===== config.mk =====
export PLATFORM = sky130hd
export DESIGN_NAME = mem_bus_ctrl
export DESIGN_NICKNAME = d
export VERILOG_FILES = /design/src/rtl/mem_bus_pkg.sv /design/src/rtl/mem_bus_decode.sv /design/src/rtl/mem_bus_ctrl.sv
export SDC_FILE = /design/constraint.sdc
export NUM_CORES = 1
export LEC_CHECK = 0
export CORE_MARGIN = 3
export CORE_UTILIZATION = 43
export DETAILED_ROUTE_END_ITERATION = 8
export PLACE_DENSITY = 0.81
export SYNTH_ARGS = -nofsm -noshare
export SYNTH_HDL_FRONTEND = slang
export SYNTH_SLANG_ARGS = --single-unit
export TNS_END_PERCENT = 1

===== constraint.sdc =====
create_clock -name I_clk -period 2.94 [get_ports I_clk]
set_clock_uncertainty 0.2 [all_clocks]
set_input_delay 0.588 -clock I_clk [delete_from_list [all_inputs] [get_ports I_clk]]
set_output_delay 0.588 -clock I_clk [all_outputs]
set_load 0.02 [all_outputs]

===== src/rtl/mem_bus_pkg.sv =====
// Shared definitions for the memory bus controller: FSM encoding, IO register
// offsets and channel/counter widths.
package mem_bus_pkg;

    typedef enum logic [1:0] {
        ST_IDLE     = 2'd0,
        ST_RAM_WAIT = 2'd1,
        ST_TX_WAIT  = 2'd2,
        ST_DONE     = 2'd3
    } state_t;

    localparam logic [1:0] REG_DATA    = 2'd0;
    localparam logic [1:0] REG_RX_STAT = 2'd1;
    localparam logic [1:0] REG_TX_STAT = 2'd2;

    localparam int IO_STRIDE = 4;
    localparam int CH_W      = 4;
    localparam int WAIT_W    = 4;

endpackage


===== src/rtl/mem_bus_decode.sv =====
// Combinational address decode: IO window hit, UART channel index and register offset.
module mem_bus_decode
    import mem_bus_pkg::*;
#(
    parameter int          ADDR_W   = 16,
    parameter int unsigned IO_BASE  = 32'h0400,
    parameter int          NUM_UART = 2
) (
    input  logic [ADDR_W-1:0] i_addr,
    output logic              o_is_io,
    output logic [CH_W-1:0]   o_ch,
    output logic [1:0]        o_reg
);

    // One extra bit so the window end cannot wrap at the top of the address space.
    localparam logic [ADDR_W:0] LP_LO = (ADDR_W+1)'(IO_BASE);
    localparam logic [ADDR_W:0] LP_HI = (ADDR_W+1)'(IO_BASE + IO_STRIDE * NUM_UART);

    logic [ADDR_W:0] w_addr;
    logic [ADDR_W:0] w_off;
    logic [ADDR_W:0] w_off_sh;

    assign w_addr   = {1'b0, i_addr};
    assign w_off    = w_addr - LP_LO;
    assign w_off_sh = w_off >> 2;
    assign o_is_io  = (w_addr >= LP_LO) && (w_addr < LP_HI);
    assign o_ch     = CH_W'(w_off_sh);
    assign o_reg    = i_addr[1:0];

endmodule


===== src/rtl/mem_bus_ctrl.sv =====
// Core memory bus controller: routes each latched core access either to RAM
// (fixed wait latency) or to a UART channel register, then pulses MEM_data_ready.
//
//   state       | meaning
//   ST_IDLE     | ready for MEM_exec; with a latched request, decode and dispatch
//   ST_RAM_WAIT | RAM strobe issued, counting down RAM_LATENCY before capture
//   ST_TX_WAIT  | UART tx write pending until the transmitter reports ready
//   ST_DONE     | completion pulse; a new request may be accepted here
module mem_bus_ctrl
    import mem_bus_pkg::*;
#(
    parameter int          ADDR_W      = 16,
    parameter int          DATA_W      = 16,
    parameter int          NUM_UART    = 2,
    parameter int unsigned IO_BASE     = 32'h0400,
    parameter int          RAM_LATENCY = 2
) (
    input  logic                  I_clk,
    input  logic                  I_reset_n,
    input  logic                  MEM_exec,
    input  logic                  MEM_write,
    input  logic [1:0]            MEM_size,
    input  logic [ADDR_W-1:0]     MEM_addr,
    input  logic [DATA_W-1:0]     MEM_data_out,
    output logic [DATA_W-1:0]     MEM_data_in,
    output logic                  MEM_ready,
    output logic                  MEM_data_ready,
    output logic                  O_ram_enable,
    output logic                  O_ram_write,
    output logic [1:0]            O_ram_size,
    output logic [ADDR_W-1:0]     O_ram_addr,
    output logic [DATA_W-1:0]     O_ram_data,
    input  logic [DATA_W-1:0]     I_ram_data,
    output logic [NUM_UART-1:0]   O_tx_exec,
    output logic [8*NUM_UART-1:0] O_tx_data,
    input  logic [NUM_UART-1:0]   I_tx_ready,
    input  logic [8*NUM_UART-1:0] I_rx_data,
    input  logic [NUM_UART-1:0]   I_rx_data_ready,
    output logic [NUM_UART-1:0]   O_rx_ack
);

    state_t                r_state;
    state_t                w_state_nxt;
    logic                  r_pend;
    logic                  r_write;
    logic [1:0]            r_size;
    logic [ADDR_W-1:0]     r_addr;
    logic [DATA_W-1:0]     r_wdata;
    logic [NUM_UART-1:0]   r_rx_rdy_lat;
    logic [WAIT_W-1:0]     r_wait;
    logic [DATA_W-1:0]     r_rdata;
    logic                  r_ram_en;
    logic [NUM_UART-1:0]   r_tx_exec;
    logic [8*NUM_UART-1:0] r_tx_data;
    logic [NUM_UART-1:0]   r_rx_ack;

    logic                  w_is_io;
    logic [CH_W-1:0]       w_ch;
    logic [1:0]            w_reg;
    logic [NUM_UART-1:0]   w_ch_oh;
    logic                  w_tx_rdy_sel;
    logic                  w_rx_rdy_sel;
    logic                  w_rx_lat_sel;
    logic [7:0]            w_rx_byte;

    logic                  w_accept;
    logic                  w_mem_ready;
    logic                  w_ram_en_nxt;
    logic [WAIT_W-1:0]     w_wait_nxt;
    logic                  w_rdata_ld;
    logic [DATA_W-1:0]     w_rdata_val;
    logic [NUM_UART-1:0]   w_tx_exec_nxt;
    logic [8*NUM_UART-1:0] w_tx_data_nxt;
    logic [NUM_UART-1:0]   w_rx_ack_nxt;

    mem_bus_decode #(
        .ADDR_W   (ADDR_W),
        .IO_BASE  (IO_BASE),
        .NUM_UART (NUM_UART)
    ) u_decode (
        .i_addr  (r_addr),
        .o_is_io (w_is_io),
        .o_ch    (w_ch),
        .o_reg   (w_reg)
    );

    always_comb begin
        w_ch_oh      = '0;
        w_tx_rdy_sel = 1'b0;
        w_rx_rdy_sel = 1'b0;
        w_rx_lat_sel = 1'b0;
        w_rx_byte    = 8'h00;
        for (int k = 0; k < NUM_UART; k++) begin
            if (w_ch == CH_W'(k)) begin
                w_ch_oh[k]   = 1'b1;
                w_tx_rdy_sel = I_tx_ready[k];
                w_rx_rdy_sel = I_rx_data_ready[k];
                w_rx_lat_sel = r_rx_rdy_lat[k];
                w_rx_byte    = I_rx_data[8*k +: 8];
            end
        end
    end

    always_ff @(posedge I_clk or negedge I_reset_n) begin
        if (!I_reset_n) begin
            r_state <= ST_IDLE;
        end else begin
            r_state <= w_state_nxt;
        end
    end

    always_comb begin
        w_state_nxt   = r_state;
        w_accept      = 1'b0;
        w_mem_ready   = 1'b0;
        w_ram_en_nxt  = 1'b0;
        w_wait_nxt    = r_wait;
        w_rdata_ld    = 1'b0;
        w_rdata_val   = r_rdata;
        w_tx_exec_nxt = '0;
        w_rx_ack_nxt  = '0;
        w_tx_data_nxt = '0;

        case (r_state)
            ST_IDLE: begin
                if (!r_pend) begin
                    w_mem_ready = 1'b1;
                    w_accept    = MEM_exec;
                end else if (!w_is_io) begin
                    w_state_nxt  = ST_RAM_WAIT;
                    w_ram_en_nxt = 1'b1;
                    w_wait_nxt   = WAIT_W'(RAM_LATENCY);
                end else if (r_write && (w_reg == REG_DATA)) begin
                    w_state_nxt = ST_TX_WAIT;
                end else begin
                    w_state_nxt = ST_DONE;
                    if (!r_write) begin
                        w_rdata_ld = 1'b1;
                        case (w_reg)
                            REG_DATA: begin
                                w_rdata_val  = DATA_W'(w_rx_byte);
                                // Pop only a byte that was valid when the request was latched.
                                w_rx_ack_nxt = w_ch_oh & {NUM_UART{w_rx_lat_sel}};
                            end
                            REG_RX_STAT: w_rdata_val = {{(DATA_W-1){1'b0}}, w_rx_rdy_sel};
                            REG_TX_STAT: w_rdata_val = {{(DATA_W-1){1'b0}}, w_tx_rdy_sel};
                            default:     w_rdata_val = '0;
                        endcase
                    end
                end
            end
            ST_RAM_WAIT: begin
                if (r_wait == '0) begin
                    w_state_nxt = ST_DONE;
                    w_rdata_ld  = !r_write;
                    w_rdata_val = I_ram_data;
                end else begin
                    w_wait_nxt = r_wait - 1'b1;
                end
            end
            ST_TX_WAIT: begin
                if (w_tx_rdy_sel) begin
                    w_state_nxt   = ST_DONE;
                    w_tx_exec_nxt = w_ch_oh;
                end
            end
            ST_DONE: begin
                w_mem_ready = 1'b1;
                w_accept    = MEM_exec;
                w_state_nxt = ST_IDLE;
            end
            default: w_state_nxt = ST_IDLE;
        endcase

        for (int k = 0; k < NUM_UART; k++) begin
            w_tx_data_nxt[8*k +: 8] = w_tx_exec_nxt[k] ? r_wdata[7:0] : 8'h00;
        end
    end

    always_ff @(posedge I_clk or negedge I_reset_n) begin
        if (!I_reset_n) begin
            r_pend       <= 1'b0;
            r_write      <= 1'b0;
            r_size       <= '0;
            r_addr       <= '0;
            r_wdata      <= '0;
            r_rx_rdy_lat <= '0;
            r_wait       <= '0;
            r_rdata      <= '0;
            r_ram_en     <= 1'b0;
            r_tx_exec    <= '0;
            r_tx_data    <= '0;
            r_rx_ack     <= '0;
        end else begin
            r_pend    <= w_accept;
            r_wait    <= w_wait_nxt;
            r_ram_en  <= w_ram_en_nxt;
            r_tx_exec <= w_tx_exec_nxt;
            r_tx_data <= w_tx_data_nxt;
            r_rx_ack  <= w_rx_ack_nxt;
            if (w_accept) begin
                r_write      <= MEM_write;
                r_size       <= MEM_size;
                r_addr       <= MEM_addr;
                r_wdata      <= MEM_data_out;
                r_rx_rdy_lat <= I_rx_data_ready;
            end
            if (w_rdata_ld) begin
                r_rdata <= w_rdata_val;
            end
        end
    end

    assign MEM_ready      = w_mem_ready;
    assign MEM_data_ready = (r_state == ST_DONE);
    assign MEM_data_in    = r_rdata;
    assign O_ram_enable   = r_ram_en;
    assign O_ram_write    = r_ram_en & r_write;
    assign O_ram_size     = r_size;
    assign O_ram_addr     = r_addr;
    assign O_ram_data     = r_wdata;
    assign O_tx_exec      = r_tx_exec;
    assign O_tx_data      = r_tx_data;
    assign O_rx_ack       = r_rx_ack;

endmodule

==> impl_metrics.env <==
export IMPL_wl_per_cell_um=16.2
export IMPL_grt_max_degree=46
export IMPL_hp_class="input port to asynchronous set/reset pin"
export IMPL_crit_arrival_ns=2.78
export IMPL_p_sw_share_pct=38.6
export IMPL_fin_crit_sh_pct=92.8
export IMPL_layout_drive_gt1_share_pct=16.3
export IMPL_critical_path_max_fanout=9
export IMPL_power_internal_uw=3260
export IMPL_critPathKind="flip-flop to flip-flop"
export IMPL_grt_usage_pct=19.0
export IMPL_cts_buffer_depth=2
export IMPL_synth_cell_types=43
export IMPL_antenna_found_initial=0
export IMPL_ys_warn_count=0
export IMPL_synth_top_area_cell="dfrtp_1"
export IMPL_grt_use_met2_pct=30.8
export IMPL_slew_headroom_pct=52.3
export IMPL_num_rows=32
export IMPL_cp_end_kind="flip-flop"
export IMPL_postCtsHoldBufs=0
export IMPL_die_area_mm2=0.00939
export IMPL_switchingPower_uw=2050
export IMPL_post_cts_resized=0
export IMPL_netlist_instances=286
export IMPL_root_buffer="clkbuf_8"
export IMPL_cp_start_kind="flip-flop"
export IMPL_yosys_top_cells_count="81 x dfrtp_1, 45 x mux2_2, 23 x nand2_1"
export IMPL_clock_sinks=81
export IMPL_area_growth_pct=50.2
export IMPL_p_total_uw=5310
export IMPL_die_h_um=96.9
export IMPL_core_area_mm2=0.00789
export IMPL_fmax_ghz=0.367
export IMPL_die_w_um=96.9
export IMPL_seqPwrFrac_pct=34.5
export IMPL_worst_pin_slew_ns=0.706
export IMPL_drtIter0Drc=122
export IMPL_failed_checks="hold timing"
export IMPL_maxCapViolCount=0
export IMPL_gp_congestion=0.810
export IMPL_syn_area_per_cell_um2=12.4
export IMPL_synthesis_nets=365
export IMPL_clockPowerShare_pct=13.0
export IMPL_routed_wl_mm=8.82
export IMPL_clk_latency_ns=0.34
export IMPL_slew_violations=0
export IMPL_ir_drop_uv=623
export IMPL_whs_ns=-0.00640
export IMPL_rsz0062_at_grt="no"
export IMPL_synth_edf_count=0
export IMPL_drc=0
export IMPL_placed_area_mm2=0.00517
export IMPL_synth_seq_area_share_pct=57.0
export IMPL_ys_flop_type="dfrtp_1"
export IMPL_grt_met3_usage_pct=7.50
export IMPL_num_vias=2765
export IMPL_outcome="finished with violations"
export IMPL_finalSetupViolCount=0
export IMPL_synthTopCellsByArea="dfrtp_1 57%, mux2_2 14%, mux2i_1 5.6%, and2_1 3.5%, nand2_1 2.4%"
export IMPL_comb_power_share_pct=52.5
export IMPL_final_nets=518
export IMPL_hpwl_mm=6.53
export IMPL_p_leak_uw=0.00234
export IMPL_numCtsBuffers=9
export IMPL_postCtsSetupBuffers=0
export IMPL_async_flop_share_pct=100
export IMPL_powerDensity_mw_per_mm2=995
export IMPL_synth_seq_cells=81
export IMPL_cts_tree="yes"
export IMPL_netlist_area_leader_share_pct=57.0
export IMPL_ioPinCount=148
export IMPL_initial_core_util_pct=45.1
export IMPL_cp_required_ns=3.00
export IMPL_port_buffers=147
export IMPL_grt_overflow_total=0
export IMPL_grt_pass1_wl_mm=14.4
export IMPL_via_per_inst=5.07
export IMPL_grt_busiest_layer="met2"
export IMPL_finish_utilization_pct=67.7
export IMPL_hold_viol_final=3
export IMPL_diodes=0
export IMPL_setup_tns_final_ns=0
export IMPL_drtPass1Iterations=4
export IMPL_fin_crit_ns=2.73
export IMPL_clkTransAtPathRegs_ns=0.08
export IMPL_postRouteAntennaNets=0
export IMPL_use_met1_pct=23.3
export IMPL_synth_most_common_cell="dfrtp_1"
export IMPL_first_global_vias=2944
export IMPL_synthesis_area_mm2=0.00355
export IMPL_htree_levels=3
export IMPL_post_route_cell_area_mm2=0.00534
## power groups by stage
stage	clock [µW]	sequential (µW)	combinational (µW)
6_report	689	1830	2790
5_1_grt	761	1900	2990
4_1_cts	708	1830	2820
3_5_place_dp	0	1850	2800
3_3_place_gp	0	1830	2720
2_1_floorplan	0	2220	1240
## registers in the layout (all words and copies together) (netlist names)
signal / flops
O_ram_size: 2
O_tx_exec: 2
O_ram_data: 16
r_wait: 4
O_rx_ack: 2
O_tx_data: 16
O_ram_addr: 16
r_write: 1
r_pend: 1
r_rx_rdy_lat: 2
O_ram_enable: 1
MEM_data_in: 16
r_state: 2
## cell usage in the layout, fill, tap and decap left out, drive strengths merged, types with 2 or more instances in the layout
master and instances:
clkdlybuf4s50 145, dfrtp 81, mux2 47, nand2 23, and2 20, mux2i 20, inv 19, clkbuf 10
o21ai 8, buf 8, nor2 7, nand2b 5, ha 5, nor3 4, nor3b 3, nor4 3
nand4 3, a21oi 3, clkinv 3, and3 2, clkinvlp 2
## logic make-up (layout without fill, tap and decap cells)
group / count (synthesis) / count (layout) / share of synthesized area, %
flops: 81 / 81 / 57.0
simple gates: 77 / 77 / 11.6
mux: 67 / 67 / 20.7
fa+ha+maj: 5 / 5 / 1.76
buf+inv: 31 / 188 / 3.63
compound gates: 25 / 25 / 5.21
## cell type report
cell class	count	area, µm²
Sequential cell	81	2030
Clock inverter	5	33.8
Clock buffer	10	128
Timing Repair Buffer	154	1550
Tap cell	102	128
Multi-Input combinational cell	174	1400
Fill cell	603	2550
Inverter	19	71.3
## critical path, cell delays in order, from the launching register on
cell and delay [ns]:
dfrtp_1 0.42, inv_1 0.12, ha_1 0.21, or3b_1 0.47
a221o_1 0.39, a21oi_4 0.33, buf_4 0.27, mux2i_1 0.23
## per-stage QoR
step	worst slack, ns	hold WS, ns	instances
6_report	0.213	-0.00640	545
4_1_cts	0.0766	0.00823	545
3_3_place_gp	0.425	0.281	530
2_1_floorplan	0.444	0.0924	286
3_5_place_dp	0.239	0.287	530
5_1_grt	0.0378	0.00868	545
## final timing paths
kind                                      startpoint                    endpoint  slack, ns  cells after the start
setup / recovery               r_wait[0]$_DFFE_PN0P_  MEM_data_in[9]$_DFFE_PN0P_       0.21                      7
hold / removal                             I_reset_n      O_tx_exec[1]$_DFF_PN0_     -0.006                      1
setup reg to reg               r_wait[0]$_DFFE_PN0P_  MEM_data_in[9]$_DFFE_PN0P_       0.21                      7
hold reg to reg            O_ram_size[1]$_DFFE_PN0P_   O_ram_size[1]$_DFFE_PN0P_       0.31                      1
max in group asynchronous                  I_reset_n  O_ram_addr[13]$_DFFE_PN0P_       1.94                      2
min in group I_clk         O_ram_size[1]$_DFFE_PN0P_   O_ram_size[1]$_DFFE_PN0P_       0.31                      1
## routing by layer
metal / share of wire, % / up-vias / wire length, µm
met5: 0 / - / 0
met4: 1.2 / 0 / 108
met3: 9.5 / 8 / 839
met2: 48 / 128 / 4270
met1: 41 / 1335 / 3610
li1: - / 1294 / -
No activity file was read; power rests on OpenSTA's default activity.
